File: src/rtl/hazard_scoreboard.sv
// Pipeline hazard scoreboard: tracks in-flight destination tags for EXE..WB and
// stalls ID when a source register has a pending write that cannot be forwarded.
module hazard_scoreboard #(
   parameter int REG_ADDR_W  = 4,
   parameter int DEPTH       = 2,
   parameter bit FWD_EXE_ALU = 1'b0,
   parameter int CNT_W       = 16
) (
   input  logic                  clk,
   input  logic                  rst,
   input  logic                  forwarding_enable,
   input  logic                  freeze,
   input  logic                  flush,
   input  logic                  id_valid,
   input  logic [REG_ADDR_W-1:0] id_r_n,
   input  logic [REG_ADDR_W-1:0] id_r_d,
   input  logic                  id_two_src,
   input  logic                  id_wb_en,
   input  logic                  id_mem_r_en,
   input  logic [REG_ADDR_W-1:0] id_dest,
   output logic                  hazard,
   output logic [DEPTH-1:0]      hazard_stage,
   output logic [CNT_W-1:0]      stall_count
);

   logic [DEPTH-1:0]      validQ, validD;
   logic [DEPTH-1:0]      wbQ, wbD;
   logic [DEPTH-1:0]      ldQ, ldD;
   logic [REG_ADDR_W-1:0] destQ [DEPTH];
   logic [REG_ADDR_W-1:0] destD [DEPTH];
   logic [CNT_W-1:0]      stallCntQ, stallCntD;

   logic [DEPTH-1:0]      blocking;
   logic [DEPTH-1:0]      matchAny;
   logic [DEPTH-1:0]      firstMatch;
   logic                  hazardInt;
   logic                  issue;

   // With forwarding on, only EXE can block (and only loads when ALU results forward).
   always_comb begin
      blocking = '0;
      matchAny = '0;
      for (int k = 0; k < DEPTH; k++) begin
         if (!forwarding_enable) begin
            blocking[k] = 1'b1;
         end else if (k == 0) begin
            blocking[k] = FWD_EXE_ALU ? ldQ[0] : 1'b1;
         end
         matchAny[k] = validQ[k] & wbQ[k] & blocking[k] &
                       ((destQ[k] == id_r_n) | (id_two_src & (destQ[k] == id_r_d)));
      end
   end

   always_comb begin
      firstMatch = '0;
      for (int k = DEPTH - 1; k >= 0; k--) begin
         if (matchAny[k]) begin
            firstMatch    = '0;
            firstMatch[k] = 1'b1;
         end
      end
   end

   assign hazardInt    = id_valid & ~flush & (|matchAny);
   assign hazard       = hazardInt;
   assign hazard_stage = hazardInt ? firstMatch : '0;
   assign stall_count  = stallCntQ;

   // A stalled or flushed ID slot enters EXE as a bubble.
   assign issue = id_valid & ~flush & ~hazardInt;

   always_comb begin
      validD[0] = issue;
      wbD[0]    = issue & id_wb_en;
      ldD[0]    = issue & id_mem_r_en;
      destD[0]  = issue ? id_dest : '0;
      for (int k = 1; k < DEPTH; k++) begin
         validD[k] = validQ[k-1];
         wbD[k]    = wbQ[k-1];
         ldD[k]    = ldQ[k-1];
         destD[k]  = destQ[k-1];
      end
      stallCntD = stallCntQ;
      if (hazardInt && (stallCntQ != '1)) begin
         stallCntD = stallCntQ + CNT_W'(1);
      end
   end

   always_ff @(posedge clk) begin
      if (rst) begin
         validQ    <= '0;
         wbQ       <= '0;
         ldQ       <= '0;
         stallCntQ <= '0;
         for (int k = 0; k < DEPTH; k++) begin
            destQ[k] <= '0;
         end
      end else if (!freeze) begin
         validQ    <= validD;
         wbQ       <= wbD;
         ldQ       <= ldD;
         stallCntQ <= stallCntD;
         for (int k = 0; k < DEPTH; k++) begin
            destQ[k] <= destD[k];
         end
      end
   end

endmodule
File: config.mk
export PLATFORM = sky130hd
export DESIGN_NAME = hazard_scoreboard
export DESIGN_NICKNAME = d
export VERILOG_FILES = /design/src/rtl/hazard_scoreboard.sv
export SDC_FILE = /design/constraint.sdc
export NUM_CORES = 1
export LEC_CHECK = 0
export ABC_AREA = 0
export CAP_MARGIN = 20
export CORE_MARGIN = 3
export CORE_UTILIZATION = 47
export DETAILED_ROUTE_END_ITERATION = 10
export PLACE_DENSITY = 0.78
export SYNTH_ARGS = -nofsm -noshare
export SYNTH_HDL_FRONTEND = slang
export SYNTH_SLANG_ARGS = --single-unit
File: constraint.sdc
create_clock -name clk -period 2.6 [get_ports clk]
set_input_delay 0.52 -clock clk [delete_from_list [all_inputs] [get_ports clk]]
set_output_delay 0.52 -clock clk [all_outputs]
set_load 0.01 [all_outputs]
==> results of run 1 <==
==> logic make-up after synthesis <==
group / count (synthesis)
AND/OR/NAND/NOR: 66
AO/OA/AOI/OAI: 33
flip-flops: 28
XOR/XNOR: 17
buffers and inverters: 11
multiplexers: 4
adder cells (fa/ha/maj): 1
==> registers in the layout, summed over array words and instances, names as in the netlist <==
name	flops
destQ	8
stall_count	16
validQ	2
wbQ	2
==> repair_timing <==
item,4_1_cts,5_1_grt
gates resized for setup,5,12
pin swaps,1,2
gates cloned,0,1
hold buffers,0,0
buffers inserted,2,2
setup endpoints to repair,3,9
==> layout make-up <==
type / count / area share
Multi-Input combinational cell: 121 / 0.390
Sequential cell: 28 / 0.312
Timing Repair Buffer: 54 / 0.244
Tap cell: 42 / 0.0256
Clock buffer: 4 / 0.0177
Inverter: 6 / 0.0110
==> power by group through the flow <==
| stage | Combinational (mW) | Sequential, mW | Clock (mW) |
|---|---|---|---|
| floorplan | 0.0396 | 0.473 | 0 |
| global placement | 0.0785 | 0.475 | 0 |
| detailed placement | 0.0812 | 0.476 | 0 |
| CTS | 0.0821 | 0.466 | 0.206 |
| global route | 0.0888 | 0.467 | 0.219 |
| finish | 0.0821 | 0.466 | 0.198 |
==> cells in the final DEF (no fill, tap or decap), types with 2 or more instances in the layout <==
master / count
inv_1: 6
clkbuf_4: 3
edfxtp_1: 8
mux2i_1: 3
or3_1: 5
nor2_1: 9
nand4_1: 6
a21oi_1: 12
xnor2_1: 16
nor2b_1: 3
o22ai_2: 2
and3_1: 3
o31ai_1: 8
dfxtp_1: 20
buf_4: 14
clkdlybuf4s50_1: 31
nor3_1: 2
and2_1: 9
clkbuf_2: 2
nand2_1: 7
or4_1: 8
dlymetal6s2s_1: 4
nand3_1: 8
o21ai_1: 5
==> worst max-delay path: stages <==
cell             delay (ns)
clkdlybuf4s50_1        0.53
xnor2_1                0.13
nand3_1                0.11
o22ai_2                0.16
buf_4                  0.15
buf_4                  0.09
buf_4                  0.09
o211ai_1               0.14
buf_6                  0.18
or4_1                  0.52
a21oi_2                0.16
==> per-layer routing <==
metal	wire (um)	track usage
met1	1680	0.241
met2	1720	0.327
met3	117	0.0269
met4	33	0.0667
met5	0	0
==> stage by stage <==
stage / TNS [ns] / total power [mW] / cells / hold WS [ns]
after floorplan: 0 / 0.513 / 160 / 0.472
after global placement: -0.738 / 0.553 / 246 / 0.478
after detailed placement: -1.57 / 0.557 / 246 / 0.498
after CTS: 0 / 0.755 / 252 / 0.518
after global routing: -0.0962 / 0.776 / 255 / 0.552
final: 0 / 0.746 / 255 / 0.514
==> worst max path at each step <==
stage | start | end | slack [ns] | cells after the start
global placement | id_r_n[2] | hazard | -0.18 | 7
floorplan | id_r_n[1] | stall_count[15] | 0.69 | 7
finish | id_r_d[3] | stall_count[13] | 0.07 | 11
CTS | id_r_n[1] | hazard | 0.003 | 8
global route | id_r_d[3] | stall_count[15] | -0.03 | 11
detailed placement | id_r_n[0] | hazard | -0.23 | 7
==> summary.md, run 1 <==
Dividing the detail-routed wire length by the instance count gives 13.9 um. Across the run, the number of max-cap violations was 0. The maximum achievable frequency was 395 MHz.

The congestion estimate from routability-driven global placement came to 0.831. The wire length of the first global-routing pass came out at 5460 um. The area share of the leading cell type in the synthesized netlist was 0.272; the relative max-transition margin was 0.726. The setup path with the least slack is of type input pin to flop.

Setup skew after layout: 0.0104 ns. Number of hold violations in the final report: 0. The most used flip-flop cell after synthesis is dfxtp_1.

The run gives 0 as the number of antenna violations at the first check in global routing. In the routed layout, each cell is associated on average with a via count of 5.34. During I/O placement, the number of pins put on the boundary was 40. The routed layout has 1362 vias.

The clock net sink count was 28; the switching share of power was 0.207. In this run the remaining antenna-violating nets after routing total 0. The share of flip-flops with an asynchronous set or reset works out to 0. The height of the die came out at 62.0 um.

For the CTS H-tree depth, the log shows 1. For the number of pins with negative max-slew slack in the final report, the log shows 0. In this run the critical register-to-register path is captured at stall_count[13].

The number of cells on the worst reg-to-reg path is 10. The run gives 37 as the number of distinct library cells after synthesis. The filler cells instantiated in the layout total 228. Number of instances in the synthesized netlist: 160. Worst hold endpoint: stall_count[11].

Mux contribution to synthesized area: 0.0281. Summing every instance area after synthesis gives 1470 um2. The die outline area came out at 3840 um2.

The sequential cells in the finished layout cover a total of 641 um2. Clock root buffer master: clkbuf_4. Fraction of power consumed by sequential logic: 0.625. The min-delay analysis places its worst path in the category flop to flop. By area the synthesized netlist is led by dfxtp_1 (27%), edfxtp_1 (16%), xnor2_1 (9.5%).

The clock passes through at most 2 buffers. The detailed router finished its first iteration with 41 violations. Before CTS, the worst setup slack after placement is -0.229 ns. Adder-cell area share of the yosys netlist: 0.00850.

The synthesis-to-layout area growth works out to 39.5%. Cell internal power was estimated by the tool at 0.592 mW. Buffers placed on the I/O ports in this run total 38. The aggregate global-route resource usage was 0.190. The fraction of final layout cells with drive strength greater than 1 was 0.127.

The part of the total power dissipated in combinational logic is 0.110. TritonCTS built the clock tree. The first detailed-routing pass took 4 iterations.

In the final layout, the multi-input gates occupy 800 um2. The worst hold path was traced through 2 stages. Simple-gate share of the synthesized area: 0.258. The post-synthesis share of cell area spent on xor and xnor gates was 0.101. The maximum VDD drop is 0.305 mV, and the post-route cell area is 2050 um2. The fraction of the mapped netlist area in compound gates was 0.139.

The cell leakage power is 0.740 nW. For the number of buffers added by the clock tree synthesis step, the log shows 3. After detailed routing, the total wire length is 3550 um.

The post-synthesis sequential area ratio is 0.435, and the site row count is 19. The final core area utilization was 0.713; the final period utilization was 0.973. The tools report the effective utilization at floorplan as 0.512. The flow ran to the end, and the final reports show no timing, DRC or antenna violations.

In the synthesized netlist, the cells that appear most often are dfxtp_1 (20), xnor2_1 (16), a21oi_1 (13), and2_1 (9), nor2_1 (9). Setup slack on the worst reg-to-reg path comes out at 0.23 ns. The worst setup path is launched from an input pin.

The remaining global-route overflow is 0. The tools report the critical register-to-register path startpoint as destQ[0][2]. Of all nets on the critical path, the largest fanout is 8. The worst-skew pair later-pin latency came out at 0.31 ns. For this design the total switching power over the nets is 0.154 mW. The placed instance area came out at 1960 um2. The Yosys step of the flow raised 0 warnings. The via count of the first global-routing pass came out at 1268. Counting flops with a built-in enable in the synthesized netlist gives 8. Transition time at the pin with the least slew margin: 0.409 ns. The launch instance of the worst min-delay path was stall_count[11]. After synthesis, the largest family of logic cells by area is simple AND/OR/NAND/NOR gates. The synthesized design spends more area on one cell type than any other, namely dfxtp_1. The logs give 0 for the final-report setup violation count and 21 for the maximum number of pins on one net before global-route repair. The diode insertion count for antenna repair came out at 0. For the worst setup path, the data required time is 2.86 ns.

Dividing total power by cell area gives a power density of 363 nW/um2. The shortest clock period the worst path allows after layout is 2.53 ns. In this run, synthesis produced a sequential element count of 28. Each instance of the synthesized netlist takes up on average 9.20 um2. The tools report the capturing element type of the critical path as a flop. The core outline area is 2880 um2, and the chip width is 62.0 um.

The clock share of power is 0.265, and the worst setup slack after layout is 0.0690 ns. For the net total in the final layout, the log shows 236. dfxtp_1 is the most common cell in the netlist.

For the worst path arrival time, the log shows 2.79 ns. Synthesis produced a netlist with a net count of 182. The logs give 2660 um for the HPWL after detailed placement and 0 for the DRC violation count after routing. The clock-pin slew of the registers on the worst-case setup and hold paths works out to 0.14 ns.
Note: power is estimated with default switching activity, not from simulation.
==> inputs of run 2 (changes only) <==
Settings changed: CTS_CLUSTER_SIZE from default to 16, PLACE_DENSITY 0.78 to 0.76.
==> run 2 against run 1 <==
Net effect:
- highest routed layer unchanged
- clock skew shrank 0.0025 ns
- sequential share of layout area grew 0.62 points
- hold slack gained 0.0020 ns
- largest cell class unchanged
- routed wire length shrank 0.99%
==> summary.md, run 2 (same netlist as run 1, synthesis figures left out) <==
The effective utilization at floorplan was 0.512 (unchanged). The final-report setup violation count was 0 (unchanged); the post-route cell area was 2010 um2 (-2.0%). The number of flip-flops under the largest register name was 16 (unchanged); the number of pins with negative max-slew slack in the final report was 0 (unchanged). The shortest clock period the worst path allows after layout came out at 2.49 ns (-0.0377 ns).

Placed instance area: 1950 um2 (-0.51%). The non-filler instance count after layout came out at 248 (-2.7%). The worst-skew pair later-pin latency is 0.33 ns (+0.02 ns), and the aggregate negative setup slack is 0 ns (unchanged). The remaining global-route overflow is 0 (unchanged). The hold buffer count at CTS is 0 (unchanged), and the fraction of final layout cells with drive strength greater than 1 is 0.0874 (-0.0394). The post-placement cell count is 243 (-1.2%). The critical path goes through clkdlybuf4s50_1 -> xnor2_1 -> nand3_1 -> o21ai_0 -> nand2_1 -> nor3_1 -> clkbuf_2. The flow ran to the end, and the final reports show no timing, DRC or antenna violations.

Part of the total power dissipated in combinational logic: 0.100 (-0.010). Clock tree synthesis selected as its root buffer the cell clkbuf_4. The category of cells accounting for the largest share of critical-path delay is buffers and inverters. For the internal portion of total power, the log shows 0.663 mW (+12%). For the diode insertion count for antenna repair, the log shows 0 (unchanged). The iteration count of the initial detailed-routing pass is 4 (unchanged). The site row count is 19 (unchanged).

The logs give 0.00793 ns (-0.00250 ns) for the setup skew after layout and 2690 um (+1.2%) for the HPWL after detailed placement. The slack of the worst reg-to-reg path is 0.31 ns (+0.08 ns). The tools report the capturing element type of the critical path as a primary output.

The number of DRC markers in iteration 0 was 46 (+12%). The total via count after detailed routing is 1358 (-0.29%), and the clock-pin slew of the registers on the worst-case setup and hold paths is 0.14 ns (about the same). The worst setup path is launched from an input pin. The fraction of power consumed by sequential logic was 0.560 (-0.065); the transition time at the pin with the least slew margin was 0.374 ns (-0.0347 ns). The I/O pin count is 40 (unchanged).

The number of cells on the critical path is 7 (-4). The highest fanout seen on the critical path works out to 2 (-6). Relative max-transition margin: 0.750 (+0.0232).

The reported net switching power was 0.168 mW (+9.3%). The number of cells traversed by the worst register-to-register path was 9 (-1). The buffering stage count on the worst path with inverters included came out at 2 (-3). The worst hold-check path type is flop to flop. The critical register-to-register path startpoint is destQ[0][3].

The logs give 3520 um (-0.99%) for the final wirelength and 0 (unchanged) for the DRC violation count after routing. The cell at the slowest stage of the critical path is clkdlybuf4s50_1. The cell leakage power came out at 0.694 nW (-6.2%). The height of the die works out to 62.0 um (unchanged).

Routed wire length per instance: 14.2 um (+1.8%). The synthesis-to-layout area growth came out at 36.7%. In the layout the commonest cells are clkdlybuf4s50_1 (34), dfxtp_1 (20), xnor2_1 (16). The power density over the cells was 413 nW/um2 (+14%).

The number of buffers added by the clock tree synthesis step came out at 3 (unchanged). For the max-cap check violation count, the log shows 0 (unchanged). Largest incremental delay on the critical path: 0.51 ns (-0.02 ns). The tools report the clock share of power as 0.340 (+0.075). The critical path is of the input pin to primary output type. The tools report the launch instance of the worst min-delay path as stall_count[4].

The tools report the maximum VDD drop as 0.237 mV (-22%). Leaving out fill and tap cells, the most frequent cell in the layout is clkdlybuf4s50_1. The via count of the first global-routing pass is 1351 (+6.5%).

Setup repair after global routing left no endpoint under its margin. Maximum number of pins on one net before global-route repair: 21 (unchanged). The buffer depth of the longest clock path is 2 (unchanged), and the number of antenna violations at the first check in global routing is 0 (unchanged).

The die outline area was 3840 um2 (unchanged); the CTS H-tree depth was 1 (unchanged). The run gives 0.832 mW (+12%) as the total power. TritonCTS built the clock tree. The run gives 2880 um2 (unchanged) as the core outline area. Worst path arrival time: 1.97 ns (-0.82 ns). The net total in the final layout was 229 (-3.0%); the wire length of the first global-routing pass was 5760 um (+5.4%). The detail-routed via count per cell works out to 5.48 (+2.5%). The worst hold endpoint was stall_count[4]. The switching share of power is 0.202 (-0.00416), and the maximum achievable frequency is 401 MHz (+1.5%). The number of nets still failing antenna checks after routing is 0 (unchanged), and the number of hold violations in the final report is 0 (unchanged).

The layout filler cell count was 244 (+7.0%); the final period utilization was 0.959 (-0.0145). The run gives 0.747 (-10%) as the global placer's final weighted congestion. The capture instance of the worst register-to-register path is stall_count[13].

For the aggregate global-route resource usage, the log shows 0.199 (+0.00967). The clock net sink count is 28 (unchanged). The chip width is 62.0 um (unchanged), and the worst hold path stage count is 2 (unchanged). The data required time at the worst endpoint is 2.08 ns (-0.78 ns), and the count of input and output buffers is 38 (unchanged). Final core area utilization: 0.699 (-0.0139).
==> run 2: changes by cell type in the layout (fill, tap and decap cells not counted) <==
| cell | previous run | this run |
|---|---|---|
| buf_12 | 0 | 1 |
| buf_4 | 14 | 8 |
| clkdlybuf4s50_1 | 31 | 34 |
| clkbuf_8 | 1 | 0 |
| bufinv_16 | 0 | 1 |
| a21oi_1 | 12 | 13 |
| a21oi_2 | 1 | 0 |
| clkbuf_2 | 2 | 1 |
| o21ai_0 | 0 | 1 |
| buf_6 | 1 | 0 |
| o21ai_2 | 1 | 0 |
| dlymetal6s2s_1 | 4 | 1 |
==> run 2: through the flow <==
| stage | worst slack (ns) | hold slack (ns) |
|---|---|---|
| floorplan | 0.693 | 0.472 |
| global placement | -0.204 | 0.482 |
| detailed placement | -0.269 | 0.498 |
| CTS | 0.000124 | 0.514 |
| global route | 0.0349 | 0.544 |
| finish | 0.107 | 0.516 |
==> run 2: layout make-up <==
class | count | area, um2 | area share
well taps | 42 | 52.6 | 0.0261
multi-input cells | 121 | 792 | 0.394
clock buffers | 3 | 22.5 | 0.0112
flip-flops and latches | 28 | 641 | 0.318
repair buffers | 47 | 452 | 0.225
clock inverters | 1 | 30.0 | 0.0149
inverters | 6 | 22.5 | 0.0112
==> run 2: metal layers <==
| metal | GRT usage | up-vias | share of wire |
|---|---|---|---|
| met5 | 0 | - | 0 |
| met2 | 0.346 | 29 | 0.50 |
| met1 | 0.244 | 639 | 0.44 |
| met3 | 0.0331 | 9 | 0.042 |
| li1 | - | 681 | - |
| met4 | 0.0788 | 0 | 0.020 |
==> run 2: power groups by stage <==
stage	combinational (mW)	sequential, mW	clock [mW]
after global placement	0.0803	0.475	0
after CTS	0.0834	0.466	0.290
after global routing	0.0908	0.468	0.306
after detailed placement	0.0824	0.476	0
final	0.0829	0.466	0.283
after floorplan	0.0396	0.473	0
==> run 2: worst max path at each step <==
| stage | from | end | slack (ns) |
|---|---|---|---|
| 5_1_grt | id_r_d[2] | hazard_stage[1] | 0.03 |
| 4_1_cts | id_r_d[0] | hazard_stage[1] | 0.0001 |
| 2_1_floorplan | id_r_n[1] | stall_count[15] | 0.69 |
| 3_3_place_gp | id_r_n[1] | hazard | -0.20 |
| 3_5_place_dp | id_r_d[0] | hazard_stage[1] | -0.27 |
| 6_report | id_r_d[2] | hazard_stage[1] | 0.11 |
==> run 2: worst min-delay path: cells and delay by family (launching register included) <==
family | cells | cell delay, ns
DFF | 1 | 0.35
AOI/OAI and AO/OA | 2 | 0.13
==> run 2: what timing repair did <==
action | 4_1_cts | 5_1_grt
resized for setup | 6 | 4
cloned | 0 | 0
endpoints found under the hold margin | 0 | 0
setup endpoints to repair | 3 | 2
pin swaps | 1 | 5
setup buffers | 1 | 0
==> inputs of run 3 (changes only) <==
Settings changed: GPL_ROUTABILITY_DRIVEN from default to 0.
==> results of run 3 <==
Same layout as run 2: the final DEF is identical, and so are final timing and power.
